<file path="config.mk">
export PLATFORM = sky130hd
export DESIGN_NAME = multi_way_tlc_flat
export DESIGN_NICKNAME = d
export VERILOG_FILES = /design/src/rtl/multi_way_tlc_if.sv /design/src/rtl/multi_way_tlc.sv /design/src/flat_wrapper.sv
export SDC_FILE = /design/constraint.sdc
export NUM_CORES = 1
export LEC_CHECK = 0
export BUFFER_PORTS_ARGS = -buffer_cell sky130_fd_sc_hd__buf_2
export CAP_MARGIN = 0
export CORE_MARGIN = 8
export CORE_UTILIZATION = 50
export CTS_CLUSTER_SIZE = 40
export DETAILED_ROUTE_END_ITERATION = 10
export GPL_ROUTABILITY_DRIVEN = 0
export PLACE_DENSITY = 0.73
export SYNTH_ARGS = -nofsm -noshare
export SYNTH_HDL_FRONTEND = slang
export SYNTH_SLANG_ARGS = --single-unit
</file>
<file path="constraint.sdc">
create_clock -name clk -period 5.6 [get_ports clk]
set_input_delay 0.56 -clock clk [delete_from_list [all_inputs] [get_ports clk]]
set_output_delay 0.56 -clock clk [all_outputs]
set_load 0.1 [all_outputs]
</file>
<file path="src/rtl/multi_way_tlc_if.sv">
// Sensor/lamp bundle between the sensor front end, the controller and the lamp drivers.
interface multi_way_tlc_if #(
    parameter int unsigned NUM_DIRS = 4,
    parameter int unsigned DIR_W    = (NUM_DIRS > 1) ? $clog2(NUM_DIRS) : 1
);
    logic [NUM_DIRS-1:0] sensor;
    logic                emerg;
    logic [NUM_DIRS-1:0] red;
    logic [NUM_DIRS-1:0] yellow;
    logic [NUM_DIRS-1:0] green;
    logic [DIR_W-1:0]    active_dir;
    logic [1:0]          phase;

    // Environment side: drives requests, observes lamps.
    modport master (
        output sensor,
        output emerg,
        input  red,
        input  yellow,
        input  green,
        input  active_dir,
        input  phase
    );

    // Controller side.
    modport slave (
        input  sensor,
        input  emerg,
        output red,
        output yellow,
        output green,
        output active_dir,
        output phase
    );
endinterface

</file>
<file path="src/rtl/multi_way_tlc.sv">
// Multi-approach traffic light controller: round-robin service of requesting
// approaches with timed green/yellow/all-red phases and emergency pre-emption.
module multi_way_tlc #(
    parameter int unsigned NUM_DIRS  = 4,
    parameter int unsigned GREEN_MIN = 8,
    parameter int unsigned GREEN_MAX = 32,
    parameter int unsigned YELLOW_T  = 3,
    parameter int unsigned RED_T     = 2
) (
    input  logic           clk,
    input  logic           rst,
    multi_way_tlc_if.slave bus
);
    localparam int unsigned DIR_W  = (NUM_DIRS > 1) ? $clog2(NUM_DIRS) : 1;
    localparam int unsigned MAX_GY = (GREEN_MAX > YELLOW_T) ? GREEN_MAX : YELLOW_T;
    localparam int unsigned MAX_T  = (MAX_GY > RED_T) ? MAX_GY : RED_T;
    localparam int unsigned CNT_W  = (MAX_T > 1) ? $clog2(MAX_T) : 1;

    localparam logic [CNT_W-1:0] GMIN_LAST = CNT_W'(GREEN_MIN - 1);
    localparam logic [CNT_W-1:0] GMAX_LAST = CNT_W'(GREEN_MAX - 1);
    localparam logic [CNT_W-1:0] YEL_LAST  = CNT_W'(YELLOW_T - 1);
    localparam logic [CNT_W-1:0] RED_LAST  = CNT_W'(RED_T - 1);
    localparam logic [DIR_W-1:0] DIR_LAST  = DIR_W'(NUM_DIRS - 1);

    typedef enum logic [1:0] {
        PH_ALL_RED = 2'b00,
        PH_GREEN   = 2'b01,
        PH_YELLOW  = 2'b10
    } phase_e;

    phase_e              phase_q, phase_d;
    logic [DIR_W-1:0]    dir_q, dir_d;
    logic [CNT_W-1:0]    cnt_q, cnt_d;
    logic [NUM_DIRS-1:0] red_q, red_d;
    logic [NUM_DIRS-1:0] yellow_q, yellow_d;
    logic [NUM_DIRS-1:0] green_q, green_d;

    logic [DIR_W-1:0]    next_dir_c;
    logic                search_hit_c;
    logic                other_req_c;
    logic                own_req_c;
    logic [NUM_DIRS-1:0] dir_sel_c;

    // Demand from every approach except the one holding the right of way.
    always_comb begin
        other_req_c = |(bus.sensor & ~(NUM_DIRS'(1) << dir_q));
        own_req_c   = bus.sensor[dir_q];
    end

    // Round-robin search starting after the current approach, current one last;
    // falls back to plain rotation when nobody is asking.
    always_comb begin
        int unsigned idx;
        idx          = 0;
        search_hit_c = 1'b0;
        next_dir_c   = '0;
        for (int unsigned i = 1; i <= NUM_DIRS; i++) begin
            idx = 32'(dir_q) + i;
            if (idx >= NUM_DIRS) begin
                idx = idx - NUM_DIRS;
            end
            if (i == 1) begin
                next_dir_c = DIR_W'(idx);
            end
            if (!search_hit_c && (|(bus.sensor & (NUM_DIRS'(1) << idx)))) begin
                search_hit_c = 1'b1;
                next_dir_c   = DIR_W'(idx);
            end
        end
    end

    // Phase state register.
    always_ff @(posedge clk or negedge rst) begin
        if (!rst) begin
            phase_q <= PH_ALL_RED;
            dir_q   <= DIR_LAST;
            cnt_q   <= '0;
        end else begin
            phase_q <= phase_d;
            dir_q   <= dir_d;
            cnt_q   <= cnt_d;
        end
    end

    // Next-state logic: phase transitions, direction selection and phase counter.
    always_comb begin
        phase_d = phase_q;
        dir_d   = dir_q;
        cnt_d   = cnt_q;
        unique case (phase_q)
            PH_ALL_RED: begin
                if (cnt_q >= RED_LAST && !bus.emerg) begin
                    phase_d = PH_GREEN;
                    dir_d   = next_dir_c;
                    cnt_d   = '0;
                end else if (cnt_q < RED_LAST) begin
                    cnt_d = cnt_q + CNT_W'(1);
                end
            end
            PH_GREEN: begin
                if (bus.emerg ||
                    (cnt_q >= GMIN_LAST && other_req_c &&
                     (!own_req_c || cnt_q >= GMAX_LAST))) begin
                    phase_d = PH_YELLOW;
                    cnt_d   = '0;
                end else if (cnt_q < GMAX_LAST) begin
                    cnt_d = cnt_q + CNT_W'(1);
                end
            end
            PH_YELLOW: begin
                if (cnt_q >= YEL_LAST) begin
                    phase_d = PH_ALL_RED;
                    cnt_d   = '0;
                end else begin
                    cnt_d = cnt_q + CNT_W'(1);
                end
            end
            default: begin
                phase_d = PH_ALL_RED;
                cnt_d   = '0;
            end
        endcase
    end

    // Lamp decode from the upcoming state so the lamp flops track the phase flops.
    always_comb begin
        red_d     = '1;
        yellow_d  = '0;
        green_d   = '0;
        dir_sel_c = NUM_DIRS'(1) << dir_d;
        case (phase_d)
            PH_GREEN: begin
                red_d   = ~dir_sel_c;
                green_d = dir_sel_c;
            end
            PH_YELLOW: begin
                red_d    = ~dir_sel_c;
                yellow_d = dir_sel_c;
            end
            default: begin
            end
        endcase
    end

    // Lamp output registers; reset lands on all-red.
    always_ff @(posedge clk or negedge rst) begin
        if (!rst) begin
            red_q    <= '1;
            yellow_q <= '0;
            green_q  <= '0;
        end else begin
            red_q    <= red_d;
            yellow_q <= yellow_d;
            green_q  <= green_d;
        end
    end

    assign bus.red        = red_q;
    assign bus.yellow     = yellow_q;
    assign bus.green      = green_q;
    assign bus.active_dir = dir_q;
    assign bus.phase      = phase_q;

endmodule

</file>
<file path="src/flat_wrapper.sv">
// flat-port wrapper written by rule: the top's interface ports become plain ports
module multi_way_tlc_flat 
#(
    parameter int unsigned NUM_DIRS  = 4,
    parameter int unsigned GREEN_MIN = 8,
    parameter int unsigned GREEN_MAX = 32,
    parameter int unsigned YELLOW_T  = 3,
    parameter int unsigned RED_T     = 2
)
  (clk, rst, bus_sensor, bus_emerg, bus_red, bus_yellow, bus_green, bus_active_dir, bus_phase);
  multi_way_tlc_if #(.NUM_DIRS(NUM_DIRS)) bus_i ();
  input  logic clk;
  input  logic rst;
  input wire logic [$bits(bus_i.sensor)-1:0] bus_sensor;
  input wire logic [$bits(bus_i.emerg)-1:0] bus_emerg;
  output wire logic [$bits(bus_i.red)-1:0] bus_red;
  output wire logic [$bits(bus_i.yellow)-1:0] bus_yellow;
  output wire logic [$bits(bus_i.green)-1:0] bus_green;
  output wire logic [$bits(bus_i.active_dir)-1:0] bus_active_dir;
  output wire logic [$bits(bus_i.phase)-1:0] bus_phase;
  assign bus_i.sensor = bus_sensor;
  assign bus_i.emerg = bus_emerg;
  assign bus_red = bus_i.red;
  assign bus_yellow = bus_i.yellow;
  assign bus_green = bus_i.green;
  assign bus_active_dir = bus_i.active_dir;
  assign bus_phase = bus_i.phase;
  multi_way_tlc #(.NUM_DIRS(NUM_DIRS), .GREEN_MIN(GREEN_MIN), .GREEN_MAX(GREEN_MAX), .YELLOW_T(YELLOW_T), .RED_T(RED_T)) u_core (.clk(clk), .rst(rst), .bus(bus_i));
endmodule
</file>
==> results.cfg <==
[status]
status = completed

[critical_path]
r2r_end = u_core.bus.red[1]
ff2ff_path_depth = 7
r2r_slack_ps = 2590
worstSetupStartpointType = flip-flop
cp_slowest_cell = a2111oi_0
path_class = reg2reg
crit_path_frequent_cell = ha_1
end_kind = flip-flop
regToRegStartpoint = u_core.bus.active_dir[1]
cp_slowest_stage_delay_ps = 700
crit_family = compound AO/OA/AOI/OAI gates
cp.required_ps = 5840
worstPathCellList = ha_1, inv_1, a2111oi_0, o311ai_0, nor2b_1, ha_1, or3_1
critPathArrivalTime_ps = 3250
path_buf_inv = 1
crit_fanout = 8

[cells_and_area]
diodes = 0
regArea_um2 = 533
nNetsFinal = 173
multiInputGateArea_um2 = 726
fill_cells = 229
layout-drive-gt1-share_pct = 25.2
syn_to_final_growth_pct = 13.0

[logic_synthesis]
synth_enable_flop_cells = 0
synth_sequential_area_ratio_pct = 40.7
synth_top_area_cell = dfrtp_1
ys_ff_latch = 21
yosys_warnings = 0
syn-cell-area_mm2 = 0.00131
synthTopCellsByArea = dfrtp_1, ha_1, dfstp_2
synth_most_common_cell = dfrtp_1
synth_top_area_share_pct = 28.7
avgSynthCellArea_um2 = 10.4
synth_top_cells_by_count = dfrtp_1, ha_1, inv_1, nand2_1
post_synth_num_cell_types = 42
syn-instance-count = 126
ys_async_sr_fraction_pct = 100
syn_nets = 147
synth_flop_cell = dfrtp_1

[clock_network]
htreeDepth = 1
cts_tree = done
cts_setup_buffers = 0
clk_pin_slew_worst_paths_ps = 130
cts-buffers-inserted = 3
hold_buffers = 0
clk_path_buf_depth = 2
cts_root_buf = clkbuf_4
insertion_delay_ps = 310
numClockSinks = 21
ctsResizeCount = 0

[route]
num_vias = 1044
via_per_inst = 5.77
avgRoutedWirePerCell_um = 15.0
antenna_left = 0
drtPass1Iterations = 4
initialDrtViolationCount = 69
drc = 0
wl_mm = 2.72

[timing]
fmax_mhz = 332
fin_crit_sh_pct = 53.7
rsz0062_at_grt = false
drv_slew = 0
setup_viol = 0
slew_headroom_pct = 41.3
worst_pin_slew_ps = 856
tns_ps = 0
finClkSkew_ps = 11.6
period_minus_slack_ps = 3010
hold_violations = 0

[grt]
grt_pass1_vias = 1018
grt_max_degree = 22
grt_first_pass_wirelength_mm = 4.30
antenna_found_initial = 0
grt-ovfl-total = 0
grt_usage_pct = 12.1

[floorplan]
io-pin-count = 23
die_h_um = 67.2
die-area_mm2 = 0.00451
start_util_pct = 52.8
rows = 18
die_x_um = 67.2
core_mm2 = 0.00248

[placed_design]
place_hpwl_mm = 2.13
port_buffers = 22

[flow_run]
max_cap_viol_count = 0

[worst_hold_path]
hold_path_class = in2async
cells in the final DEF (no fill, tap or decap), types with 2 or more instances in the layout:
master / count
buf_2: 22
dfrtp_1: 15
ha_1: 14
inv_1: 12
nand2_1: 7
and3_1: 6
nor2b_1: 6
a22oi_1: 6
dfstp_2: 6
nor3_1: 5
nor2_1: 4
o21ai_0: 4
or3_1: 3
clkbuf_4: 3
nand3b_1: 2
a21oi_1: 2
o31ai_1: 2
and2_1: 2
a21boi_0: 2
mux2i_1: 2
nand3_1: 2
a2111oi_0: 2
final cells by class:
cell class                 count  area share (%)
inverter                      12            3.05
clock inverter                 1           0.338
multi-input combinational     92            49.1
clock buffer                   3            1.52
tap                           30            2.54
sequential                    21            36.0
timing repair buffer          22            7.45
registers in the layout, indices dropped and copies added, names as in the netlist:
name                   count
u_core.bus.active_dir      2
u_core.bus.phase           2
u_core.cnt_q               5
u_core.bus.red             4
u_core.bus.yellow          4
u_core.bus.green           4
cell families (layout without fill, tap and decap cells):
group	Yosys count	after routing	synth area share, %
AOI/OAI and AO/OA	29	29	18.2
xor gates and xnor gates	1	1	0.669
adders and majority gates	14	14	13.4
buffers and inverters	13	38	3.82
DFF	21	21	40.7
muxes	4	4	4.11
and+or+nand+nor	44	44	19.1
metrics by stage:
step | instances | utilization (%) | hold slack, ps | instance area [um2] | setup WS [ps]
2_1_floorplan | 126 | - | 264 | 1310 | 2580
5_1_grt | 181 | 59.7 | 204 | 1480 | 2390
6_report | 181 | 59.7 | 179 | 1480 | 2590
3_3_place_gp | 177 | 58.6 | 531 | 1450 | 2640
3_5_place_dp | 177 | 58.6 | 538 | 1450 | 2580
4_1_cts | 181 | 59.7 | 187 | 1480 | 2550
worst reg2reg max path: stages (launching register included):
cell and delay [ps]:
dfstp_2 630, ha_1 200, inv_1 40, a2111oi_0 700
o311ai_0 380, nor2b_1 250, ha_1 350, or3_1 380
per-layer routing:
layer / global-route usage (%) / wire length, um / vias up
met1: 12.9 / 1120 / 508
met4: 4.70 / 25 / 0
met2: 21.9 / 1420 / 26
li1: - / - / 506
met5: 0 / 0 / -
met3: 3.81 / 151 / 4
worst max-delay path by stage:
stage / endpoint / slack [ps] / cells past startpoint / start
2_1_floorplan: u_core.bus.red[0] / 2580 / 9 / u_core.bus.active_dir[0]
3_3_place_gp: u_core.bus.red[1] / 2640 / 7 / u_core.bus.active_dir[1]
3_5_place_dp: u_core.bus.red[1] / 2580 / 7 / u_core.bus.active_dir[1]
4_1_cts: u_core.bus.red[1] / 2550 / 7 / u_core.bus.active_dir[1]
5_1_grt: u_core.bus.red[1] / 2390 / 7 / u_core.bus.active_dir[1]
6_report: u_core.bus.red[1] / 2590 / 7 / u_core.bus.active_dir[1]
Power is left out: the tool's default activity adds up to more than one toggle a clock period on the data nets, which glitch-free logic cannot reach.
